$ cat src/rtl/sr_button_conditioner.sv
// Button front end for an SR NOR latch: synchronise, debounce, edge-detect and
// sequence two raw buttons into fixed-width, never-overlapping S/R pulses.
module sr_button_conditioner #(
  parameter int DEBOUNCE_CYCLES = 4,
  parameter int PULSE_CYCLES    = 2,
  parameter int RESET_PRIORITY  = 1
) (
  input  logic clk,
  input  logic rst_n,
  input  logic set_btn,
  input  logic reset_btn,
  output logic S,
  output logic R,
  output logic q_track,
  output logic busy,
  output logic conflict
);

  localparam int CW = $clog2(DEBOUNCE_CYCLES + 1);
  localparam int PW = $clog2(PULSE_CYCLES + 1);
  localparam bit R_WINS = (RESET_PRIORITY != 0);

  typedef enum logic [1:0] {
    IDLE,
    PULSE_S,
    PULSE_R,
    GAP
  } state_e;

  // Channel index 0 is set, index 1 is reset.
  logic [1:0]    meta_q, sync_q, db_q, db_d, db_dly_q, req;
  logic [CW-1:0] cnt_q [2];
  logic [CW-1:0] cnt_d [2];

  state_e        state_q;
  logic [PW-1:0] pcnt_q;
  logic [1:0]    pend_q;
  logic          s_q, r_q, q_q, busy_q, conflict_q;

  always_comb begin
    for (int i = 0; i < 2; i++) begin
      // NOTE: every path starts from the held value, so no latch can be inferred.
      cnt_d[i] = cnt_q[i];
      db_d[i]  = db_q[i];
      if (sync_q[i] == db_q[i]) begin
        cnt_d[i] = '0;
      end else if (cnt_q[i] == CW'(DEBOUNCE_CYCLES - 1)) begin
        db_d[i]  = sync_q[i];
        cnt_d[i] = '0;
      end else begin
        cnt_d[i] = cnt_q[i] + CW'(1);
      end
    end
  end

  // Only a debounced press (0->1) requests a pulse; releases are ignored.
  assign req = db_q & ~db_dly_q;

  always_ff @(posedge clk) begin
    if (!rst_n) begin
      meta_q   <= '0;
      sync_q   <= '0;
      db_q     <= '0;
      db_dly_q <= '0;
      cnt_q[0] <= '0;
      cnt_q[1] <= '0;
    end else begin
      // NOTE: non-blocking so each stage samples its predecessor's pre-edge value.
      meta_q   <= {reset_btn, set_btn};
      sync_q   <= meta_q;
      db_q     <= db_d;
      db_dly_q <= db_q;
      cnt_q[0] <= cnt_d[0];
      cnt_q[1] <= cnt_d[1];
    end
  end

  always_ff @(posedge clk) begin
    if (!rst_n) begin
      state_q    <= IDLE;
      pcnt_q     <= '0;
      pend_q     <= '0;
      s_q        <= 1'b0;
      r_q        <= 1'b0;
      q_q        <= 1'b0;
      busy_q     <= 1'b0;
      conflict_q <= 1'b0;
    end else begin
      conflict_q <= 1'b0;
      pend_q     <= pend_q | req;
      case (state_q)
        IDLE: begin
          if (pend_q != 2'b00) begin
            // Both flags are consumed here (winner served, loser dropped);
            // a press landing on this very edge stays queued.
            pend_q     <= req;
            pcnt_q     <= '0;
            busy_q     <= 1'b1;
            conflict_q <= &pend_q;
            if (pend_q[1] && (!pend_q[0] || R_WINS)) begin
              state_q <= PULSE_R;
              r_q     <= 1'b1;
              q_q     <= 1'b0;
            end else begin
              state_q <= PULSE_S;
              s_q     <= 1'b1;
              q_q     <= 1'b1;
            end
          end
        end
        PULSE_S, PULSE_R: begin
          if (pcnt_q == PW'(PULSE_CYCLES - 1)) begin
            state_q <= GAP;
            s_q     <= 1'b0;
            r_q     <= 1'b0;
          end else begin
            pcnt_q <= pcnt_q + PW'(1);
          end
        end
        GAP: begin
          state_q <= IDLE;
          busy_q  <= 1'b0;
        end
        default: state_q <= IDLE;
      endcase
    end
  end

  assign S        = s_q;
  assign R        = r_q;
  assign q_track  = q_q;
  assign busy     = busy_q;
  assign conflict = conflict_q;

endmodule
$ cat config.mk
export PLATFORM = sky130hd
export DESIGN_NAME = sr_button_conditioner
export DESIGN_NICKNAME = d
export VERILOG_FILES = /design/src/rtl/sr_button_conditioner.sv
export SDC_FILE = /design/constraint.sdc
export NUM_CORES = 1
export LEC_CHECK = 0
export CAP_MARGIN = 30
export CORE_ASPECT_RATIO = 1.25
export CORE_MARGIN = 8
export CORE_UTILIZATION = 45
export CTS_BUF_LIST = sky130_fd_sc_hd__clkbuf_8 sky130_fd_sc_hd__clkbuf_16
export DETAILED_ROUTE_END_ITERATION = 10
export PLACE_DENSITY_LB_ADDON = 0.25
export REMOVE_ABC_BUFFERS = 1
export SYNTH_ARGS = -nofsm -noshare
export SYNTH_HDL_FRONTEND = slang
export SYNTH_SLANG_ARGS = --single-unit
$ cat constraint.sdc
create_clock -name clk -period 3.6 [get_ports clk]
set_clock_uncertainty 0.15 [all_clocks]
set_input_delay 0.9 -clock clk [delete_from_list [all_inputs] [get_ports clk]]
set_output_delay 0.9 -clock clk [all_outputs]
set_load 0.02 [all_outputs]
==> flow_summary.ini <==
[cts]
cts_resized = 0
cts_setup_buffers = 0
tritoncts = built
clk_pin_slew_ns = 0.08
clock_latency_ns = 0.26
htreeDepth = 1
cts_inserted_buffers = 3
cts_num_sinks = 25
clockBufferDepth = 2
root_buffer = clkbuf_8
ctsHoldBuffers = 0

[timing]
worst_pin_slew_ns = 0.367
finalHoldViolCount = 0
drv_slew = 0
slew_headroom_pct = 75.5
rsz0062_at_grt = no
period_needed_ns = 2.34
clock.fmax_mhz = 426
setup_viol = 0
hold_ws_ns = 0.271
period_share_pct = 65.1
tns_ns = 0

[layout]
syn2layout_area_growth_pct = 14.1
fin_cells = 144
stdcell_area_um2 = 1180
diodes = 0
layout.nets = 126
final_layout_size_suffix_gt1_share_pct = 5.31

[grt]
overflow = 0
grt_pass1_vias = 788
grt_pass1_wl_um = 3130
grt_util_all_layers_pct = 9.42
grt_antenna_before_repair = 0
grt_max_degree = 16

[worst_setup_path]
max_stage_delay_ns = 0.69
r2r-end = pcnt_q[0]
worstPathCellList = clkdlybuf4s50_1, inv_1, or3_1, nor2_1
cp-end-kind = register
worstPathBufferInverterCount = 2
worst_ep_arrival_time_ns = 2.40
path_class = in2reg
reg2reg_depth = 5
cp_top_family = buffers and inverters
r2r_start = state_q[1]
crit_fanout = 13
r2r_setup_slack_ns = 1.80
cp.required_ns = 3.66
start_kind = input port
crit_slowest_cell = clkdlybuf4s50_1

[synth]
seq_area_frac_synth_pct = 48.5
ys_seq_elements = 25
async_flop_share_pct = 0
ys.flop_type = dfxtp_1
postSynthCellCount = 105
ys_warn_count = 0
synth_cell_types = 30
avgSynthCellArea_um2 = 9.82
syn-cell-area_um2 = 1030
synth-edff-count = 0

[hold_path]
min_path_type = reg2reg
min-delay-start = cnt_q[0][3]
holdPathStages = 1
holdPathEnd = cnt_q[0][3]

[routing]
drc = 0
drt-total-wl_um = 1670
vias = 701
drt-vias-per-instance = 4.87
wl_per_cell_um = 11.6
drt_iter0_markers = 18
drtPass1Iterations = 4
ant_nets = 0

[placement]
io_buffers = 8
post_dp_cell_area_um2 = 1130
dp_cells = 140
dp_hpwl_um = 1230
place_congestion = 0.842

[power]
p_leak_nw = 0.464
powerDensity_nw_per_um2 = 573
ir_worst_vdd_mv = 0.353

[floorplan]
num_io_pins = 9
chipHeight_um = 69.5
row_count = 19
initial_utilization_pct = 47.1
core_um2 = 2190
die_area_um2 = 4090
dieWidth_um = 58.8

[job]
drv_cap = 0

[outcome]
outcome = complete, no violations
## routing by layer
metal / track usage, % / vias up / routed length, um
met5: 0 / - / 0
met4: 4.27 / 0 / 28
met3: 2.60 / 4 / 48
met2: 15.9 / 11 / 836
met1: 10.4 / 322 / 759
li1: - / 364 / -
## cells in the mapped netlist (all sizes together), types with 2 or more instances
cell type / number / area (um2)
a211oi: 2 / 15.0
a21boi: 2 / 18.8
a21oi: 4 / 20.0
a311oi: 2 / 17.5
and2: 6 / 37.5
clkbuf: 3 / 11.3
dfxtp: 25 / 500
ha: 8 / 100
inv: 14 / 52.6
mux2i: 5 / 50.1
nand2: 4 / 15.0
nand3b: 2 / 15.0
nor2: 10 / 37.5
o211ai: 2 / 20.0
or3: 2 / 12.5
xnor2: 2 / 17.5
## power by group
group / switching, mW / total (mW) / internal [mW]
logic: 0.120 / 0.202 / 0.0823
clock network: 0.0853 / 0.164 / 0.0783
registers: 0.0130 / 0.309 / 0.295
total: 0.218 / 0.674 / 0.456
## worst register-to-register path: stages, from the launching register on
cell	delay, ns
dfxtp_1	0.34
inv_1	0.09
ha_1	0.28
or3b_1	0.52
o211ai_2	0.16
mux2i_1	0.20
## worst max-delay path by stage
| stage | startpoint | end | slack (ns) | cells after the start |
|---|---|---|---|---|
| after floorplan | rst_n | cnt_q[0][0] | 1.90 | 3 |
| after global placement | rst_n | cnt_q[0][4] | 1.02 | 4 |
| after detailed placement | rst_n | cnt_q[0][4] | 0.96 | 4 |
| after CTS | rst_n | cnt_q[0][4] | 1.24 | 4 |
| after global routing | rst_n | cnt_q[0][1] | 1.12 | 4 |
| final | rst_n | cnt_q[0][4] | 1.26 | 4 |
## layout by cell type, fill, tap and decap left out, types with 2 or more instances in the layout
cell type and instances:
nand3b_1 2, or3_1 2, nand2_1 4, nor2_1 10
and2_1 6, a21oi_1 4, dfxtp_1 25, inv_1 14
ha_1 8, a311oi_1 2, xnor2_1 2, mux2i_1 5
a211oi_1 2, clkbuf_8 3, clkdlybuf4s50_1 8
## layout make-up
type / instances / area (um2)
tap: 31 / 38.8
fill: 227 / 1010
timing repair buffer: 8 / 80.1
sequential: 25 / 500
inverter: 14 / 52.6
multi-input combinational: 62 / 455
clock inverter: 1 / 7.51
clock buffer: 3 / 41.3
## cell families (layout without fill, tap and decap cells)
kind of cell    after synthesis  count (layout)  share of synthesized area [%]
simple gates                 30              30                           15.2
mux                           5               5                           4.85
fa+ha+maj                     8               8                           9.71
flops                        25              25                           48.5
buf+inv                      18              26                           7.28
compound gates               17              17                           12.7
xor+xnor                      2               2                           1.70
## sequential cells by signal (all words and copies together), names as in the netlist
| name | flops |
|---|---|
| cnt_q | 6 |
| q_track | 1 |
| pend_q | 2 |
| pcnt_q | 2 |
| meta_q | 2 |
| conflict | 1 |
| sync_q | 2 |
| db_dly_q | 2 |
| busy | 1 |
| R | 1 |
| state_q | 2 |
| S | 1 |
| db_q | 2 |
## per-stage QoR
stage	worst slack, ns	util (%)	total power [mW]
final	1.26	53.8	0.674
after global routing	1.12	53.8	0.715
after CTS	1.24	53.8	0.681
after detailed placement	0.964	51.5	0.513
after global placement	1.02	51.5	0.508
after floorplan	1.90	-	0.465
(Power assumes the default switching activity.)
